**src/rtl/engine_m_axi_burst_sequencer.sv**
```systemverilog
// Splits a beat-counted job into 4KB-safe AXI bursts and deals them
// round-robin across command channels with per-channel outstanding limits.
module engine_m_axi_burst_sequencer #(
  parameter int NUM_CHANNELS    = 2,
  parameter int ADDR_WIDTH      = 64,
  parameter int BEAT_BYTES      = 64,
  parameter int MAX_BURST_BEATS = 64,
  parameter int MAX_OUTSTANDING = 16
) (
  input  logic                    ap_clk,
  input  logic                    areset,
  input  logic                    start_in,
  input  logic [ADDR_WIDTH-1:0]   base_addr_in,
  input  logic [31:0]             num_beats_in,
  output logic [NUM_CHANNELS-1:0] cmd_valid_out,
  input  logic [NUM_CHANNELS-1:0] cmd_ready_in,
  output logic [ADDR_WIDTH-1:0]   cmd_addr_out,
  output logic [7:0]              cmd_len_out,
  input  logic [NUM_CHANNELS-1:0] resp_done_in,
  output logic                    busy_out,
  output logic                    done_out,
  output logic [4:0]              state_out,
  output logic                    resp_err_out
);

  localparam int BB_LG = $clog2(BEAT_BYTES);
  localparam int PW    = (NUM_CHANNELS > 1) ? $clog2(NUM_CHANNELS) : 1;
  localparam int CW    = $clog2(MAX_OUTSTANDING + 1);

  typedef enum logic [4:0] {
    S_RESET = 5'b00001,
    S_READY = 5'b00010,
    S_CMD   = 5'b00100,
    S_PEND  = 5'b01000,
    S_DONE  = 5'b10000
  } state_t;

  state_t                r_state;
  logic [ADDR_WIDTH-1:0] r_addr;
  logic [7:0]            r_len;
  logic [31:0]           r_rem;
  logic [PW-1:0]         r_ptr;
  logic [CW-1:0]         r_cnt [NUM_CHANNELS];
  logic                  r_err;

  logic [NUM_CHANNELS-1:0] w_valid;
  logic                    w_hs;
  logic [8:0]              w_beats;
  logic [31:0]             w_rem_nxt;
  logic [ADDR_WIDTH-1:0]   w_addr_nxt;
  logic [7:0]              w_next_len;
  logic [7:0]              w_first_len;
  logic [CW-1:0]           w_cnt_nxt [NUM_CHANNELS];
  logic                    w_err_nxt;
  logic                    w_all_zero;

  // Burst size: limited by job remainder, max burst and distance to 4KB.
  function automatic logic [8:0] f_beats(input logic [11:0] a,
                                         input logic [31:0] rem);
    logic [31:0] n;
    logic [31:0] lim;
    lim = (32'd4096 - {20'd0, a}) >> BB_LG;
    n   = rem;
    if (n > 32'(MAX_BURST_BEATS)) n = 32'(MAX_BURST_BEATS);
    if (n > lim) n = lim;
    return n[8:0];
  endfunction

  always_comb begin
    w_valid = '0;
    if (r_state == S_CMD && r_cnt[r_ptr] < CW'(MAX_OUTSTANDING))
      w_valid[r_ptr] = 1'b1;
  end

  assign w_hs        = |(w_valid & cmd_ready_in);
  assign w_beats     = {1'b0, r_len} + 9'd1;
  assign w_rem_nxt   = r_rem - 32'(w_beats);
  assign w_addr_nxt  = r_addr + (ADDR_WIDTH'(w_beats) << BB_LG);
  assign w_next_len  = 8'(f_beats(w_addr_nxt[11:0], w_rem_nxt) - 9'd1);
  assign w_first_len = 8'(f_beats(base_addr_in[11:0], num_beats_in) - 9'd1);

  always_comb begin
    logic v_inc;
    w_err_nxt  = r_err;
    w_all_zero = 1'b1;
    for (int c = 0; c < NUM_CHANNELS; c++) begin
      v_inc        = w_hs && (r_ptr == PW'(c));
      w_cnt_nxt[c] = r_cnt[c];
      if (v_inc && !resp_done_in[c])
        w_cnt_nxt[c] = r_cnt[c] + 1'b1;
      else if (!v_inc && resp_done_in[c]) begin
        if (r_cnt[c] != '0) w_cnt_nxt[c] = r_cnt[c] - 1'b1;
        else                w_err_nxt    = 1'b1;
      end
      if (w_cnt_nxt[c] != '0) w_all_zero = 1'b0;
    end
  end

  always_ff @(posedge ap_clk or posedge areset) begin
    if (areset) begin
      r_state <= S_RESET;
      r_addr  <= '0;
      r_len   <= '0;
      r_rem   <= '0;
      r_ptr   <= '0;
      r_err   <= 1'b0;
      for (int c = 0; c < NUM_CHANNELS; c++) r_cnt[c] <= '0;
    end else begin
      r_cnt <= w_cnt_nxt;
      r_err <= w_err_nxt;
      unique case (r_state)
        S_RESET: r_state <= S_READY;
        S_READY: begin
          if (start_in) begin
            if (num_beats_in == '0) begin
              r_state <= S_DONE;
            end else begin
              r_addr  <= base_addr_in;
              r_rem   <= num_beats_in;
              r_len   <= w_first_len;
              r_ptr   <= '0;
              r_state <= S_CMD;
            end
          end
        end
        S_CMD: begin
          if (w_hs) begin
            r_rem  <= w_rem_nxt;
            r_addr <= w_addr_nxt;
            r_ptr  <= (r_ptr == PW'(NUM_CHANNELS - 1)) ? '0 : r_ptr + 1'b1;
            if (w_rem_nxt == '0) r_state <= S_PEND;
            else                 r_len   <= w_next_len;
          end
        end
        S_PEND:  if (w_all_zero) r_state <= S_DONE;
        S_DONE:  r_state <= S_READY;
        default: r_state <= S_RESET;
      endcase
    end
  end

  assign cmd_valid_out = w_valid;
  assign cmd_addr_out  = r_addr;
  assign cmd_len_out   = r_len;
  assign busy_out      = (r_state == S_CMD) || (r_state == S_PEND);
  assign done_out      = (r_state == S_DONE);
  assign state_out     = r_state;
  assign resp_err_out  = r_err;

endmodule

```
**config.mk**
```make
export PLATFORM = sky130hd
export DESIGN_NAME = engine_m_axi_burst_sequencer
export DESIGN_NICKNAME = d
export VERILOG_FILES = /design/src/rtl/engine_m_axi_burst_sequencer.sv
export SDC_FILE = /design/constraint.sdc
export NUM_CORES = 1
export LEC_CHECK = 0
export CAP_MARGIN = 20
export CELL_PAD_IN_SITES_DETAIL_PLACEMENT = 0
export CELL_PAD_IN_SITES_GLOBAL_PLACEMENT = 1
export CORE_MARGIN = 2
export CORE_UTILIZATION = 42
export CTS_CLUSTER_DIAMETER = 80
export DETAILED_ROUTE_END_ITERATION = 10
export GPL_TIMING_DRIVEN = 0
export PLACE_DENSITY_LB_ADDON = 0.1
export SLEW_MARGIN = 10
export SYNTH_ARGS = -nofsm -noshare
export SYNTH_HDL_FRONTEND = slang
export SYNTH_SLANG_ARGS = --single-unit
```
**constraint.sdc**
```tcl
create_clock -name ap_clk -period 8.9 [get_ports ap_clk]
set_input_delay 2.225 -clock ap_clk [delete_from_list [all_inputs] [get_ports ap_clk]]
set_output_delay 2.225 -clock ap_clk [all_outputs]
set_load 0.02 [all_outputs]
```
# ---- Word-level counts from Yosys, hierarchy flattened
# Cells that the tools add are included.
dict set report word_totals {
  inputBits 103
  out_inout_bits 82
  ff_bits 121
  wordCells 115
}
dict set report op_classes {
  n_addsub 12
  order_cmp 8
  n_reduce_logical 25
  bitwise 3
  n_eq_ne 11
  muxes 48
}
# cell count
set ops {}
lappend ops {{2-to-1 mux 64 bit} 3}
lappend ops {{2-to-1 mux 32 bit} 5}
lappend ops {{one-hot mux 64 bit (2 select lines)} 1}
lappend ops {{2-to-1 mux 5 bit} 14}
lappend ops {{adder 64 x 15 -> 64 bit} 1}
lappend ops {{> comparator 32 x 26 -> 1 bit} 2}
lappend ops {{> comparator 32 x 7 -> 1 bit, second input constant} 2}
lappend ops {{zero test 32 bit} 2}
lappend ops {{one-hot mux 32 bit (2 select lines)} 1}
lappend ops {{2-to-1 mux 8 bit} 6}
lappend ops {{subtractor 32 x 9 -> 32 bit} 1}
lappend ops {{subtractor 13 x 12 -> 14 bit, first input constant} 2}
lappend ops {{one-hot mux 5 bit (4 select lines)} 1}
lappend ops {{nonzero test 5 bit} 4}
lappend ops {{one-hot mux 8 bit (2 select lines)} 1}
lappend ops {{subtractor 8 x 1 -> 8 bit, second input constant} 2}
lappend ops {{2-to-1 mux 1 bit} 13}
lappend ops {{!= test 2 bit, second input constant} 6}
lappend ops {{adder 5 x 1 -> 5 bit, second input constant} 2}
lappend ops {{subtractor 5 x 1 -> 5 bit, second input constant} 2}
lappend ops {{adder 8 x 1 -> 9 bit, second input constant} 1}
lappend ops {{logical AND 1 bit} 8}
lappend ops {{AND reduction 4 bit} 2}
lappend ops {{equality test 5 x 1 -> 1 bit, second input constant} 1}
lappend ops {{20 further kinds} 24}

# ---- Depth between registers and ports, before layout
# Gate-level depths: netlist (run 1).
dict set report logic_depth {
  ltp_word 19
  mapped_depth 31
  mapped_depth_nobuf 29
}

# ---- Worst setup path after synthesis (run 1)
# Ideal clock, no wire load.
dict set report synth_path {
  kind {register -> register}
  from {reg r_len[1], in the netlist cmd_len_out[1]}
  to {reg r_len[6], in the netlist cmd_len_out[6]}
  period_less_slack_ps 6205
  n_path_buf 2
  stages_incl_launch_ff 31
  arrival_time_ps 6136
  setup_slack_ps 2695
  t_required_ps 8830
  setup_ps 70
  cell_sequence {dfrtp_1 > ha_1 > nand3_1 > nor2_1 > xor2_1 > inv_1 > ha_1 > clkbuf_1 > a21oi_1 > a21bo_2 > a211oi_1 > nand4_1 > nor4b_1 > nand4_1 > or4_1 > clkbuf_1 > or3_1 > ha_1 > nand4_1 > o2111ai_1 > nand2_1 > nor2_1 > o211ai_1 > nor4_4 > nand2_1 > and3_1 > ha_1 > inv_1 > a211oi_2 > a211o_1 > nand3_1}
}
dict set report synth_between {
  elab_chain_cells 10
  word_cells_on_any_way 15
  classes_between {add/sub (5); order compare (2); eq/ne (1); mux (5); reduce/logical (2)}
}
# item line
set synth_rtl {}
lappend synth_rtl {{start, declared} 40} ;# logic [7:0] r_len;
lappend synth_rtl {{start signal, assigned} 120} ;# r_len <= w_first_len;
lappend synth_rtl {{start signal, assigned} 132} ;# else r_len <= w_next_len;
lappend synth_rtl {{adder 8 x 1 -> 9 bit *} 76} ;# assign w_beats = {1'b0, r_len} + 9'd1;
lappend synth_rtl {{subtractor 32 x 9 -> 32 bit} 77} ;# assign w_rem_nxt = r_rem - 32'(w_beats);
lappend synth_rtl {{> comparator 32 x 7 -> 1 bit} 64} ;# if (n > 32'(MAX_BURST_BEATS)) n = 32'(MAX_BURST_BEATS);
lappend synth_rtl {{2-to-1 mux 32 bit} 64}
lappend synth_rtl {{> comparator 32 x 26 -> 1 bit} 65} ;# if (n > lim) n = lim;
lappend synth_rtl {{2-to-1 mux 8 bit} 65}
lappend synth_rtl {{subtractor 8 x 1 -> 8 bit} 79} ;# assign w_next_len = 8'(f_beats(w_addr_nxt[11:0], w_rem_nxt) - 9'd1);
lappend synth_rtl {{2-to-1 mux 8 bit} 131} ;# if (w_rem_nxt == '0) r_state <= S_PEND;
lappend synth_rtl {{2-to-1 mux 8 bit} 127} ;# if (w_hs) begin
lappend synth_rtl {{one-hot mux 8 bit (2 select lines)} 111} ;# unique case (r_state)
# Mark *: on every way between the ends. The rest lies on a longest branch, timed or not. The select of a mux whose other input is x is not followed.
# A chain may end at the register's enable or synchronous reset.

# ---- Worst setup path in the final report (run 1)
dict set report layout_path {
  from {reg r_len[0], in the netlist cmd_len_out[0]}
  to {reg r_len[6], in the netlist cmd_len_out[6]}
}
# The elaborated chain is that of the path after synthesis.

==> qor.csv, run 1 <==
metric,value,unit
ys_ff_latch,121,
antenna_found_initial,0,
clock.fmax,0.133,GHz
cp.arrival,7.89,ns
ys_types,78,
cts_setup_buffers,0,
place_congestion,0.957,
irDropWorstVdd,0.178,mV
portBuffers,183,
startpoint_type,flip-flop,
cts_root_buf,clkbuf_16,
critPathMostFrequentCell,ha_1,
r2r_setup_slack,1.38,ns
grt.overflow.total,0,
area_growth,29.9,%
drtIter0Drc,1042,
drtPass1Iterations,8,
syn_area_per_cell,7.83,um2
placed_area,11600,um2
min-delay-start,r_rem[2]$_DFFE_PP0P_,
dp.cells,1669,
final_common_cell,clkdlybuf4s50_1,
synth_top_cell_by_area,dfrtp_1,
max-slew-margin-rel,37.9,%
holdCritPathClass,reg -> reg,
p_per_area,404,nW/um2
synthFlopType,dfrtp_1,
yosysTopAreaCellShare,31.8,%
tightest_slew,0.932,ns
timing.rr.start,cmd_len_out[0]$_DFFE_PP0P_,
syn-num-nets,1348,
initial_core_util,42.9,%
post-route-min-period,7.52,ns
finalWirelength,37.8,mm
max_cap_viol_count,0,
synth-edff-count,0,
fillers,2099,
slowest_stage,or4_1,
antenna_cells,0,
finalMaxSlewViolations,0,
mappedNetlistArea,9430,um2
clk_pin_slew,0.07,ns
setup_violations,0,
synth_area_leaders,"dfrtp_1, nand2_1, a21oi_1, ha_1, nor2_1",
hold_viol,0,
pre_cts_slack,1.43,ns
skew,0.0104,ns
design_area,12300,um2
rows,54,
coreArea,22000,um2
status,completed,
ctsResizeCount,0,
grt_pass1_vias,10148,
async_reset_ff_share,100,%
antenna_left,0,
cts_htree_levels,4,
holdPathStages,2,
crit_type,reg -> reg,
clock_latency,0.44,ns
vias_per_cell,6.21,
grt_usage,31.9,%
end_kind,flip-flop,
routed-via-count,10569,
numCtsBuffers,17,
die_area,23700,um2
route.detailed.drc,0,
worstPathRequired,9.26,ns
final_layout_size_suffix_gt1_share,5.00,%
fin_util,55.8,%
r2r_end,cmd_len_out[6]$_DFFE_PP0P_,
fin_nets,1551,
min_to,r_rem[2]$_DFFE_PP0P_,
wl_per_cell,22.2,um
p_leak,0.00487,uW
slowest_delay,0.61,ns
ioPinCount,185,
layout_setup_ws,1.38,ns
grt_start_max_net_pins,65,
ys_seq_area_share,32.1,%
rsz0062_at_grt,false,
tns,0,ns
cts_tree,yes,
final_cell_mix,"clkdlybuf4s50_1, nand2_1, dfrtp_1, nor2_1, a21oi_1",
final_cells,1701,
cts_buffer_depth,2,
cts_hold_buf,0,
post-route-period-util,84.5,%
die_w,154,um
syn_inst,1205,
r2r_cells,29,
grt_pass1_wl,58.2,mm
ys_warn_count,0,
dp_hpwl,28.4,mm
fp.dieH,154,um
critPathMaxFanout,10,
cts.sinks,121,
## critical path, delay by kind of cell, from the launching register on
family / cells / cell delay [ns]
AO/OA/AOI/OAI: 8 / 1.74
buffers and inverters: 4 / 0.75
adder cells (fa/ha/maj): 4 / 1.02
flip-flops: 1 / 0.41
XOR/XNOR: 1 / 0.37
AND/OR/NAND/NOR: 12 / 3.17
## synthesized netlist by cell type (5+ instances only)
master     instances
o32ai_1            5
a21boi_0           6
o2111ai_1          5
o221a_2            5
o31ai_1            8
a2bb2oi_1         20
and2_1            13
and4_1             8
and3_1            25
or2_2              5
nor4_1            14
nor2_1           118
mux2i_1            5
inv_1             39
a21oi_1          106
nand4_1           27
nand3_1           49
nor3_1            26
nor3b_1            5
dfrtp_1          120
o22a_1            19
xnor2_1           18
o21bai_1           5
nand2_1          155
o211ai_1          13
o21a_1            14
a31oi_1           32
a21o_1             7
or4_1              6
xor2_1            15
or3_1             15
nand2b_1          10
a211oi_1          12
o21ai_0           67
ha_1              38
clkbuf_1          63
o22ai_1           24
## through the flow
| step | total power, uW | hold slack [ns] |
|---|---|---|
| floorplan | 3050 | 0.456 |
| global placement | 4140 | 0.477 |
| detailed placement | 4160 | 0.482 |
| CTS | 4900 | 0.499 |
| global route | 5300 | 0.529 |
| finish | 4950 | 0.492 |
## cell families after synthesis
group / synth area share [%]
multiplexers: 0.889
flip-flops: 32.1
buffers and inverters: 4.34
AND/OR/NAND/NOR: 26.2
adder cells (fa/ha/maj): 5.57
XOR/XNOR: 3.06
AO/OA/AOI/OAI: 27.8
## area by class of cell
type | count | area [um2] | area share, %
clock buffer | 17 | 425 | 3.47
tap | 280 | 350 | 2.86
multi-input combinational | 976 | 5990 | 48.9
buffer | 69 | 263 | 2.14
clock inverter | 15 | 181 | 1.48
sequential | 121 | 3030 | 24.7
inverter | 39 | 151 | 1.24
timing repair buffer | 184 | 1860 | 15.2
## metal layers
layer / track usage [%] / vias up / share of wire (%) / wire length, um
li1: - / 4905 / - / -
met1: 42.8 / 5065 / 43 / 16100
met2: 51.3 / 523 / 46 / 17500
met3: 7.02 / 76 / 8.4 / 3180
met4: 10.9 / 0 / 2.9 / 1090
met5: 0 / - / 0 / 0
## registers in the layout (all words and copies together) (netlist names)
| name | cells |
|---|---|
| r_rem | 32 |
| r_cnt | 10 |
| state_out | 5 |
| cmd_addr_out | 64 |
| cmd_len_out | 8 |
| r_ptr | 1 |
| resp_err_out | 1 |
## where the power goes
group	internal [uW]	total [uW]	switching (uW)
clock	424	733	308
combinational	1210	3060	1850
sequential	820	1160	341
total	2450	4950	2500
## worst max-delay path by stage
stage                          startpoint                    endpoint  slack (ns)  cells after the start
2_1_floorplan  cmd_len_out[1]$_DFFE_PP0P_  cmd_len_out[6]$_DFFE_PP0P_        2.69                     30
3_3_place_gp                       areset       r_rem[14]$_DFFE_PP0P_        1.25                      2
3_5_place_dp             num_beats_in[24]  cmd_len_out[4]$_DFFE_PP0P_        1.43                     19
4_1_cts        cmd_len_out[0]$_DFFE_PP0P_  cmd_len_out[6]$_DFFE_PP0P_        1.46                     30
5_1_grt        cmd_len_out[0]$_DFFE_PP0P_  cmd_len_out[6]$_DFFE_PP0P_        0.76                     29
6_report       cmd_len_out[0]$_DFFE_PP0P_  cmd_len_out[6]$_DFFE_PP0P_        1.38                     29
Power figures use the tool's default switching activity.
==> run 2, diff against run 1 <==
CORE_UTILIZATION = 39   (was 42)
clock period = 7.15 ns   (was 8.9 ns; I/O delays follow)
==> qor.csv, run 2 (synthesis results as in run 1) <==
metric,value,unit
status,completed,
cts_buffer_depth,2,
drtPass1Iterations,7,
grt.overflow.total,0,
drtIter0Drc,930,
post-route-min-period,6.78,ns
irDropWorstVdd,0.197,mV
clock_latency,0.43,ns
initial_core_util,39.9,%
portBuffers,183,
end_kind,flip-flop,
largest_register_ffs,64,
cts_root_buf,clkbuf_16,
max_cap_viol_count,0,
rows,56,
fin_nets,1555,
place_congestion,0.951,
fp.dieH,160,um
route.detailed.drc,0,
holdCritPathClass,reg -> reg,
grt_pass1_vias,10237,
layout_setup_ws,0.375,ns
wl_per_cell,22.2,um
cts_tree,yes,
hold_viol,0,
cts.sinks,121,
vias_per_cell,6.07,
grt_usage,29.6,%
antenna_cells,0,
fillers,2334,
area_growth,31.7,%
final_common_cell,clkdlybuf4s50_1,
grt_pass1_wl,58.6,mm
startpoint_type,flip-flop,
clk_pin_slew,0.07,ns
antenna_left,0,
grt_start_max_net_pins,79,
final_cell_mix,"clkdlybuf4s50_1, nand2_1, dfrtp_1, nor2_1, a21oi_1",
fin_util,52.6,%
finalWirelength,38.8,mm
coreArea,23600,um2
ioPinCount,185,
antenna_found_initial,0,
clock.fmax,0.148,GHz
dp_hpwl,28.8,mm
finalMaxSlewViolations,0,
pre_cts_slack,-0.278,ns
post-route-period-util,94.8,%
die_w,160,um
die_area,25400,um2
worstPathRequired,7.52,ns
critPathMaxFanout,7,
p_per_area,505,nW/um2
routed-via-count,10578,
setup_violations,0,
tightest_slew,0.970,ns
final_layout_size_suffix_gt1_share,6.60,%
slowest_stage,or4_1,
cp.arrival,7.14,ns
p_leak,0.00493,uW
cts_htree_levels,4,
skew,0.0130,ns
numCtsBuffers,17,
max-slew-margin-rel,35.3,%
slowest_delay,0.55,ns
crit_type,reg -> reg,
==> run 2: stage by stage <==
stage                     cells  power [uW]  hold WS (ns)  setup TNS, ns  area (um2)
after floorplan            1205        3800         0.456              0        9430
after global placement     1707        5160         0.474          -7.71       11700
after detailed placement   1708        5190         0.478         -0.617       11700
after CTS                  1740        6100         0.495              0       12300
after global routing       1744        6700         0.533        -0.0171       12400
final                      1744        6280         0.492              0       12400
==> run 2: repair_timing <==
item / 4_1_cts / 5_1_grt
hold buffers: 0 / 0
resized for setup: 1 / 25
buffers inserted: 1 / 5
pin swaps: 2 / 4
setup endpoints to repair: 4 / 7
==> run 2: cell type report <==
cell class	instances	area, um2	area share (%)
plain buffers	67	256	2.06
clock buffers	18	429	3.45
clock inverters	14	159	1.28
inverters	39	151	1.22
multi-input cells	976	6100	49.1
flip-flops and latches	121	3030	24.4
well taps	319	399	3.21
repair buffers	190	1900	15.3
==> run 2: report_power, final <==
part	internal, uW	leakage (uW)	switching, uW
Sequential	1020	0.00140	429
Clock	522	0.000283	379
Combinational	1570	0.00325	2350
==> run 2: worst paths after layout <==
| path | from | end | slack [ns] | depth (start not counted) |
|---|---|---|---|---|
| worst min register to register | r_rem[3]$_DFFE_PP0P_ | r_rem[3]$_DFFE_PP0P_ | 0.49 | 2 |
| min in group asynchronous | areset | cmd_addr_out[52]$_DFFE_PP0P_ | 1.89 | 2 |
| worst min-delay path | r_rem[3]$_DFFE_PP0P_ | r_rem[3]$_DFFE_PP0P_ | 0.49 | 2 |
| max in group asynchronous | areset | cmd_addr_out[18]$_DFFE_PP0P_ | 4.54 | 3 |
| worst max register to register | cmd_len_out[4]$_DFFE_PP0P_ | cmd_len_out[6]$_DFFE_PP0P_ | 0.37 | 29 |
| worst max-delay path | cmd_len_out[4]$_DFFE_PP0P_ | cmd_len_out[6]$_DFFE_PP0P_ | 0.37 | 29 |
==> run 2: critical path: cells and delay by family (launching register included) <==
| kind | cells | cell delay (ns) |
|---|---|---|
| AOI/OAI and AO/OA | 6 | 1.09 |
| buffers and inverters | 3 | 0.34 |
| xor gates and xnor gates | 1 | 0.26 |
| adders and majority gates | 3 | 0.89 |
| and+or+nand+nor | 16 | 3.69 |
| DFF | 1 | 0.45 |
==> run 2: per-layer routing <==
layer | vias to the layer above | global-route usage (%) | wire (um)
met5 | - | 0 | 0
met4 | 0 | 10.7 | 1240
met3 | 84 | 5.31 | 2870
met2 | 484 | 47.7 | 17800
met1 | 5093 | 40.0 | 16900
li1 | 4917 | - | -
